### src/rtl/gen_ppbuff_drain_pkg.sv
// Shared types and helpers for the indexed entry buffer drain.
package gen_ppbuff_drain_pkg;

  // Drain sequencer states: waiting for the slot at the read pointer, or
  // holding a captured entry until both the pop and the dequeue complete.
  typedef enum logic {
    IDLE = 1'b0,
    HOLD = 1'b1
  } drain_state_e;

  // Index width for a buffer of the given depth; never narrower than one bit.
  function automatic int unsigned idx_width(input int unsigned dp);
    return (dp > 1) ? $clog2(dp) : 1;
  endfunction

  localparam int unsigned DEFAULT_DP = 8;
  localparam int unsigned DEFAULT_IW = idx_width(DEFAULT_DP);

  // Read pointer increment with explicit wrap, so the depth need not be a power of two.
  function automatic int unsigned ptr_inc(input int unsigned ptr, input int unsigned dp);
    return (ptr == dp - 1) ? 0 : ptr + 1;
  endfunction

endpackage

### src/rtl/gen_ppbuff_drain_en_reg.sv
// Enabled register with synchronous active-high reset to zero.
module gen_ppbuff_drain_en_reg #(
  parameter int unsigned W = 1
) (
  input  logic         CLK,
  input  logic         RST,
  input  logic         en_i,
  input  logic [W-1:0] d_i,
  output logic [W-1:0] q_o
);

  logic [W-1:0] val_q;
  logic [W-1:0] val_d;

  // Load new data only when enabled, otherwise hold.
  always_comb begin
    val_d = en_i ? d_i : val_q;
  end

  // Storage with synchronous reset.
  // NOTE: sequential state uses <= so every flop samples pre-edge values; this
  // data register is reset too, so the captured-entry output reads zero after reset.
  always_ff @(posedge CLK) begin
    if (RST) begin
      val_q <= '0;
    end else begin
      val_q <= val_d;
    end
  end

  assign q_o = val_q;

endmodule

### src/rtl/gen_ppbuff_drain.sv
// Reader side of the indexed entry buffer: drains slots in strict index order,
// presents each on a valid/ready port and pops it through the shared index mux.
module gen_ppbuff_drain
  import gen_ppbuff_drain_pkg::*;
#(
  parameter  int unsigned DW = 100,
  parameter  int unsigned DP = 8,
  localparam int unsigned IW = idx_width(DP)
) (
  input  logic             CLK,
  input  logic             RST,
  input  logic             flush,
  input  logic [DW*DP-1:0] buf_info_i,
  input  logic [DP-1:0]    buf_valid_i,
  output logic             buf_pop_o,
  output logic [IW-1:0]    buf_index_o,
  input  logic             pop_gnt_i,
  output logic             deq_valid_o,
  input  logic             deq_ready_i,
  output logic [DW-1:0]    deq_data_o,
  output logic [IW-1:0]    deq_index_o,
  output logic             idle_o
);

  drain_state_e  state_q, state_d;
  logic [IW-1:0] rd_ptr_q, rd_ptr_d;
  logic          pop_pend_q, pop_pend_d;
  logic          out_pend_q, out_pend_d;
  logic          capture;
  logic [DW-1:0] slot_data;
  logic [DW-1:0] data_q;
  logic [IW-1:0] idx_q;

  // Select the entry at the read pointer; other slots are never looked at.
  always_comb begin
    slot_data = buf_info_i[DW*32'(rd_ptr_q) +: DW];
  end

  // Next-state logic: flush wins, then capture in IDLE or handshake tracking in HOLD.
  always_comb begin
    // NOTE: every output gets a default first so no path leaves it unassigned (no latches).
    state_d    = state_q;
    rd_ptr_d   = rd_ptr_q;
    pop_pend_d = pop_pend_q;
    out_pend_d = out_pend_q;
    capture    = 1'b0;
    if (flush) begin
      state_d    = IDLE;
      rd_ptr_d   = '0;
      pop_pend_d = 1'b0;
      out_pend_d = 1'b0;
    end else begin
      case (state_q)
        IDLE: begin
          if (buf_valid_i[rd_ptr_q]) begin
            capture    = 1'b1;
            pop_pend_d = 1'b1;
            out_pend_d = 1'b1;
            state_d    = HOLD;
          end
        end
        HOLD: begin
          // Pop and dequeue complete independently; a grant with nothing pending is ignored.
          pop_pend_d = pop_pend_q & ~pop_gnt_i;
          out_pend_d = out_pend_q & ~deq_ready_i;
          if (!pop_pend_d && !out_pend_d) begin
            rd_ptr_d = IW'(ptr_inc(32'(rd_ptr_q), DP));
            state_d  = IDLE;
          end
        end
        default: state_d = IDLE;
      endcase
    end
  end

  // Sequencer registers with synchronous reset.
  always_ff @(posedge CLK) begin
    if (RST) begin
      state_q    <= IDLE;
      rd_ptr_q   <= '0;
      pop_pend_q <= 1'b0;
      out_pend_q <= 1'b0;
    end else begin
      state_q    <= state_d;
      rd_ptr_q   <= rd_ptr_d;
      pop_pend_q <= pop_pend_d;
      out_pend_q <= out_pend_d;
    end
  end

  // Captured entry and its slot number, loaded once per drained slot and held through HOLD.
  gen_ppbuff_drain_en_reg #(.W(DW)) u_data_reg (
    .CLK  (CLK),
    .RST  (RST),
    .en_i (capture),
    .d_i  (slot_data),
    .q_o  (data_q)
  );

  gen_ppbuff_drain_en_reg #(.W(IW)) u_idx_reg (
    .CLK  (CLK),
    .RST  (RST),
    .en_i (capture),
    .d_i  (rd_ptr_q),
    .q_o  (idx_q)
  );

  // The pop is masked during flush because the buffer clears itself on the same edge.
  assign buf_pop_o   = pop_pend_q & ~flush;
  assign buf_index_o = rd_ptr_q;
  assign deq_valid_o = out_pend_q;
  assign deq_data_o  = data_q;
  assign deq_index_o = idx_q;
  assign idle_o      = (state_q == IDLE);

endmodule

### config.mk
export PLATFORM = sky130hd
export DESIGN_NAME = gen_ppbuff_drain
export DESIGN_NICKNAME = d
export VERILOG_FILES = /design/src/rtl/gen_ppbuff_drain_pkg.sv /design/src/rtl/gen_ppbuff_drain_en_reg.sv /design/src/rtl/gen_ppbuff_drain.sv
export SDC_FILE = /design/constraint.sdc
export NUM_CORES = 1
export LEC_CHECK = 0
export CAP_MARGIN = 20
export CORE_AREA = 2 2 363 365
export CTS_CLUSTER_SIZE = 16
export DETAILED_ROUTE_END_ITERATION = 8
export DIE_AREA = 0 0 365 367
export GPL_TIMING_DRIVEN = 0
export PLACE_DENSITY_LB_ADDON = 0.25
export SLEW_MARGIN = 30
export SYNTH_ARGS = -nofsm -noshare
export SYNTH_HDL_FRONTEND = slang
export SYNTH_SLANG_ARGS = --single-unit
### constraint.sdc
create_clock -name CLK -period 2.3 [get_ports CLK]
set_clock_uncertainty 0.05 [all_clocks]
set_input_delay 0.23 -clock CLK [delete_from_list [all_inputs] [get_ports CLK]]
set_output_delay 0.23 -clock CLK [all_outputs]
set_load 0.01 [all_outputs]
# == After elaboration in Yosys (flattened, before gate mapping) ==
# Cells that the tools add are included.
# Widths: inputs -> output; s select.
# totals
ff_bits,109
latchBits,0
mem_bits_rw,0
mem_bits_ro,0
input_bits,813
output_inout_bits,109
wordCells,35
memories,0
# op_classes
addsub,1
n_mul,1
div_mod_pow,0
order_cmp,1
eq_ne,2
shift,1
n_mux,11
bitwise_logic,7
n_reduce_logical,5
# ops
operator,n
$shiftx 800x11->100,1
$mul 5x3->8 const A,1
$mux 1,6
$pmux 1 s2,3
$lt 3x4->1 const B,1
$not 1->1,4
$add 3x1->3 const B,1
$and 1x1->1,3
$bmux 1 s3,1
$eq 3x3->1 const B,1
$mux 3,1
$logic_not 1->1,2
$ne 2x1->1 const B,1
$reduce_and 2->1,1
$reduce_or 2->1,1
$logic_and 1x1->1,1

# == Depth between registers and ports, before layout ==
# logic_depth
depth_word,6
mapped_depth,8
ltp_nobuf,4

# == Hierarchy ==
# From an unflattened synthesis, not the netlist that was laid out.
# hier_totals
hier_cells,727
hier_area_um2,10258.6
# by_module_without_submodules
module,instances,cells_each,area_each_um2,seq_area_each_um2
gen_ppbuff_drain,1,396,6566.3,120.1
gen_ppbuff_drain_en_reg at u_data_reg,1,322,3590.9,2001.9
gen_ppbuff_drain_en_reg at u_idx_reg,1,9,101.3,60.1

# == Worst setup path before layout ==
# No wires, ideal clock.
# synth_path
path_kind,reg2reg
start,"reg rd_ptr_q[0], in the netlist buf_index_o[0]"
end,"reg u_data_reg.val_q[62], in the netlist u_data_reg.q_o[62]"
t_arrival_ns,2.176
required_time_ns,2.129
slack_ns,-0.048
stages_incl_launch_ff,8
path_buffers,3
synth_period_minus_slack_ns,2.348
path_cell_list,dfxtp_1 buf_4 clkbuf_1 buf_2 mux4_2 mux2i_1 nor2_1 mux2_4
# synth_between
elab_chain_cells,5
# synth_rtl
element,line,rtl
"start, declared",gen_ppbuff_drain.sv:26,"logic [IW-1:0] rd_ptr_q, rd_ptr_d;"
"start signal, assigned",gen_ppbuff_drain.sv:85,rd_ptr_q <= rd_ptr_d;
"parallel branches: the longest is 5 deep, another holds $mul 5x3->8",n/a,
"end signal, assigned",gen_ppbuff_drain_en_reg.sv:27,val_q <= val_d;
"end, declared",gen_ppbuff_drain_en_reg.sv:12,logic [W-1:0] val_q;
# Parallel ways; which one is timed is not known. The select of a mux whose other input is x is not followed.
# A chain may end at the register's enable or synchronous reset.

# == Worst setup path after layout ==
# layout_path
start,"reg rd_ptr_q[0], in the netlist buf_index_o[0]"
end,"reg u_data_reg.val_q[70], in the netlist u_data_reg.q_o[70]"
# The elaborated chain is that of the path after synthesis.

==> metrics.md <==
| Metric | Value |
|---|---|
| Outcome | complete, but fails checks |
| Failing checks | setup timing |
| Met1 wire length | 42370 um |
| Synthesized cell area | 10570 um^2 |
| Post-synth top cells | mux4_2 (200), dfxtp_1 (109), mux2i_1 (106) |
| Met3 wire len | 8133 um |
| CTS tree | built |
| Synth cell types | 30 |
| Async SR Flop Fraction | 0 |
| Global-route wire length before repair | 128900 um |
| CP cell instances | buf_6 -> mux2_4 -> a2bb2o_4 -> or4_4 -> buf_12 -> buf_12 -> buf_12 -> mux2_4 |
| Final Total Pwr | 7.010 mW |
| Initial Util | 0.08100 |
| CP peak stage delay | 560 ps |
| Synth area leader | mux4_2 |
| WP depth | 8 |
| Largest delay share family, worst path | buffers and inverters |
| Dominant synthesized flop cell | dfxtp_1 |
| Mapped Cells | 844 |
| Hold Path Origin | u_idx_reg.q_o[2]$_SDFFE_PP0P_ |
| Clk sink count | 109 |
| Critical-path top delay cell | or4_4 |
| Final setup viols | 89 |
| Largest net degree at the start of global routing | 19 |
| Ratio of cells with drive above 1 in the final layout | 0.2738 |
| Final ANT Viol Nets | 0 |
| GRT Overall Usage | 0.1481 |
| Vias in the first global route | 13060 |
| Sequential area share after synthesis | 0.2065 |
| Crit path DAT | 2650 ps |
| Clock Tree Root | clkbuf_16 |
| Cts hold-fix bufs | 0 |
| Critical path class | flip-flop to flip-flop |
| CTS H-tree depth | 3 |
| Row cnt | 133 |
| Iter 0 DRT Violations | 505 |
| Setup crit end | u_data_reg.q_o[70]$_SDFFE_PP0P_ |
| Ranking of synthesized cells by area | mux4_2 (43%), dfxtp_1 (21%), mux2i_1 (10%) |
| Worst slew margin | 0.3728 |
| Nature of the critical path startpoint | flip-flop |
| Final GP Congestion | 0.8410 |
| Crit path from | buf_index_o[0]$_SDFFE_PP0P_ |
| Slew @ Worst Pin | 940.8 ps |
| Die Y | 367 um |
| Final hold violations | 0 |
| DPL Wire Length | 89100 um |
| Clock buffer depth | 2 |
| Routed WL | 103300 um |
| Max-slew violation count | 0 |
| Initial antenna violation count | 67 |
| Routed len/inst | 28.58 um |
| Reg2reg path depth | 8 |
| Nets@finish | 2651 |
| Post-route clock period utilization | 1.044 |
| Vias per cell | 3.335 |
| Most common cell in the netlist | mux4_2 |
| Top sig layer | met5 |
| Hold_ws | 429.7 ps |
| Worst VDD drop | 0.0003450 V |
| Most used cell, CP | buf_12 |
| Worst hold path class | flip-flop to flip-flop |
| Worst R2R End | u_data_reg.q_o[70]$_SDFFE_PP0P_ |
| Crit path max fanout | 7 |
| Post-synth EDFFs | 0 |
| Cell Pwr Density | 286.5 nW/um^2 |
| Final Critical Period | 2402 ps |
| Top Ports | 922 |
| Drt pass-1 iters | 4 |
| PortBufs | 920 |
| Final setup margin | -102.1 ps |
| Critical Path RT | 2550 ps |
| Ys Warns | 0 |
| CTS Buf Count | 9 |
| Reg-to-reg setup timing slack | -100 ps |
| Clk Latency, worst-skew pair | 390 ps |
| Die area | 134000 um^2 |
| Core area | 130500 um^2 |
| Count of buffer and inverter cells on the critical path | 4 |
| Max_cap viols | 0 |
| Synth top area share | 0.4262 |
| Max Fclk | 416.3 MHz |
| Flops & latches, synth | 109 |
| GRT overflow | 0 |
| RSZ-0062 raised after global routing | yes |
| DRC | 0 |
| Layout area overhead | 131.5% |
| Met2 WL | 51020 um |
| Die width | 365 um |
| CP endpoint kind | flip-flop |
| Syn Nets | 1659 |
| Clk slew on worst S/H paths | 90 ps |
| P_leak | 8.063 nW |
| Mapped Avg Cell Area | 12.52 um^2 |
| Reg-to-Reg Start | buf_index_o[0]$_SDFFE_PP0P_ |
| Via Count | 12050 |
## state kept, by name (all words and copies together) (netlist names)
register and cells:
deq_valid_o 1, pop_pend_q 1, u_data_reg.q_o 100, buf_index_o 3
u_idx_reg.q_o 3, state_q 1
## final cells by class
cell class | instances | area (um^2)
Inverter | 3 | 11.26
Clock buffer | 11 | 242.7
Antenna cell | 18 | 45.04
Tap cell | 1755 | 2196
Buffer | 86 | 957.2
Timing Repair Buffer | 987 | 10330
Fill cell | 14430 | 106000
Clock inverter | 5 | 40.04
Multi-Input combinational cell | 640 | 8457
Sequential cell | 109 | 2187
## worst min-delay path by stage
stage                                         end  slack [ps]  cells after the start
finish              u_idx_reg.q_o[2]$_SDFFE_PP0P_         430                      2
detailed placement  u_idx_reg.q_o[2]$_SDFFE_PP0P_         420                      2
global placement    u_idx_reg.q_o[2]$_SDFFE_PP0P_         410                      2
global route        u_idx_reg.q_o[0]$_SDFFE_PP0P_         450                      2
floorplan             buf_index_o[1]$_SDFFE_PP0P_         260                      1
CTS                 u_idx_reg.q_o[2]$_SDFFE_PP0P_         440                      2
## through the flow
stage | std cells | cell area (um^2) | util | setup TNS (ps) | setup WS (ps)
2_1_floorplan | 844 | 10570 | - | -2522 | -42.03
3_3_place_gp | 3519 | 21970 | 0.1684 | -236920 | -3062
3_5_place_dp | 3527 | 22180 | 0.1700 | -114820 | -1720
4_1_cts | 3596 | 24380 | 0.1869 | -8927 | -176.9
5_1_grt | 3605 | 24440 | 0.1874 | -12490 | -171.1
6_report | 3614 | 24470 | 0.1875 | -4385 | -102.1
## layer usage
metal	vias up	track usage
met5	-	0
met4	36	0.03490
met3	99	0.04117
met2	587	0.2537
met1	5999	0.1820
li1	5333	-
## kinds of logic after synthesis
logic type | share of synthesized area
multiplexers | 0.6399
adder cells (fa/ha/maj) | 0.002368
AND/OR/NAND/NOR | 0.1061
flip-flops | 0.2065
buffers and inverters | 0.03860
AO/OA/AOI/OAI | 0.006512
## placed cells by master (no fill, tap or decap), types with 3 or more instances in the layout
cell	n
nand2b_1	6
nor2_2	5
mux2i_1	64
diode_2	18
clkdlybuf4s50_1	920
mux2_2	80
buf_4	25
buf_2	4
mux2i_4	26
clkbuf_4	8
mux2_4	23
clkbuf_1	22
inv_6	3
clkbuf_8	5
mux4_2	200
dfxtp_1	107
buf_12	30
inv_1	3
nor2b_1	100
buf_8	11
clkbuf_16	17
buf_6	12
mux2i_2	16
clkbuf_2	10
nor2_1	98
buf_16	19
## tightest hold or removal path, stage by stage, from the launching register on
cell and delay [ps]:
dfxtp_1 320, nand2b_1 60, mux2i_1 60
## timing repair
item                                    CTS  global route
buffers inserted                         44             5
gates cloned                             11             3
resized for setup                       293            27
pin swaps                                 3             6
endpoints found under the setup margin  104           100
## power breakdown
part           leakage, nW  total, mW  internal [mW]  switching (mW)
combinational         7.03       3.22           2.15            1.07
clock                0.141       1.75          0.784           0.965
sequential           0.892       2.04           1.99          0.0524
No activity file was read; power rests on OpenSTA's default activity.
==> RTL edit (same settings) <==
The parameter `DP` goes from 8 to 10.
--- a/src/rtl/gen_ppbuff_drain.sv
+++ b/src/rtl/gen_ppbuff_drain.sv
@@ -5,5 +5,5 @@
 #(
   parameter  int unsigned DW = 100,
-  parameter  int unsigned DP = 8,
+  parameter  int unsigned DP = 10,
   localparam int unsigned IW = idx_width(DP)
 ) (
Interface: changed (resized buf_index_o, buf_info_i, buf_valid_i and deq_index_o); port bits go from 922 to 1126. The function was not compared with the original's and may differ.
==> RTL edit against the original RTL <==
- the flow still finishes with violations (negative setup slack)
- total power is 15% higher
- hold slack got worse by 5.4 ps
- count of clock-buffer cells in the layout down 1
- sequential cell count up 2
- setup slack lost 100 ps
- final area up 18%
- area after synthesis is 21% higher
- combinational power rose by 26%
- wire length is 27% higher
- via count up 37%
- largest cell class unchanged
- largest power group unchanged
==> RTL edit: results <==
[worst_setup_path]
cp-endpoint = "u_data_reg.q_o[89]"
r2r_cells = 8
crit_arrival_ps = 2720
critPathTopFamily = "compound AO/OA/AOI/OAI gates"
crit_slowest_cell = "a222oi_1"
startpoint = "buf_index_o[2]"
r2r_start = "buf_index_o[2]"
worstPathMaxFanout = 6

[yosys]
synth_mux_area_share_pct = 44.6
yosys.area_share.xor_xnor_pct = 0.137
ys_seq_area_share_pct = 17.4
synth.distinct_cells = 44
synthTopCellsByCount = "mux2_2, dfxtp_1, mux4_2, a211oi_2, a31oi_1"
synthAdderAreaFrac_pct = 0
synth_nets = 2145
synth_area_leaders = "mux2_2, mux4_2, dfxtp_1"
synth_compound_area_share_pct = 29.6

[placement]
gp_congestion = 0.926
port_buffers = 1124
pre_cts_ws_ps = -1620
hpwl_mm = 111

[grt]
grt_util_all_layers_pct = 18.5
globalRouteMet2Util_pct = 31.7
grt_use_met1_pct = 24.1
antenna_found_initial = 38
grt_pass1_wl_mm = 165
use_met3_pct = 3.83
grt_pass1_vias = 17069

[worst_hold_path]
hold_start = "u_idx_reg.q_o[3]"
min_to = "u_idx_reg.q_o[3]"
hold_class = "reg -> reg"

[timing]
setup_slack_ps = -206
setup_violations = 52
slew_headroom_pct = 39.0
hold_slack_ps = 424

[drt]
wl_met1_mm = 57.0
drt_iter0_drc = 1585
drt_pass1_iterations = 7
totalWireLength_mm = 131
wl_met2_mm = 63.7
via_count = 16484
wl_met3_mm = 8.37

[power]
p_clk_mw = 1.84
swShare_pct = 31.9
irDropWorstVdd_uv = 327
powerComb_mw = 4.07

[outcome]
failed_checks = "negative setup slack"
status = "finished, violations left"

[clock_network]
root_buffer = "clkbuf_16"
clk_latency_ps = 410
cts-resized-gates = 386
cts_setup_buffers = 31

[layout]
largest_register_ffs = 100
nets = 3333
## RTL edit: cell type report
cell class	instances	area [sq um]
plain buffers	155	1560
multi-input cells	857	10600
repair buffers	1180	11900
clock buffers	10	239
fillers	14288	102000
diodes	9	22.5
flip-flops and latches	111	2230
inverters	4	15.0
clock inverters	5	65.1
well taps	1755	2200
## RTL edit: per-stage QoR
stage               total power, mW  cell area [sq um]  util, %  instances  TNS (ps)
finish                         8.07              28900     22.1       4086     -3760
global route                   8.42              28800     22.1       4079     -8470
CTS                            8.14              28400     21.8       4058     -5340
detailed placement             6.05              26300     20.1       4011    -96830
global placement               6.05              26200     20.1       4009   -112880
floorplan                      3.30              12800        -       1130         0
## RTL edit: worst reg2reg max path, delay by kind of cell (launching register included)
family / cells / cell delay, ps
AO/OA/AOI/OAI: 3 / 940
buffers and inverters: 4 / 690
multiplexers: 1 / 300
flip-flops: 1 / 380
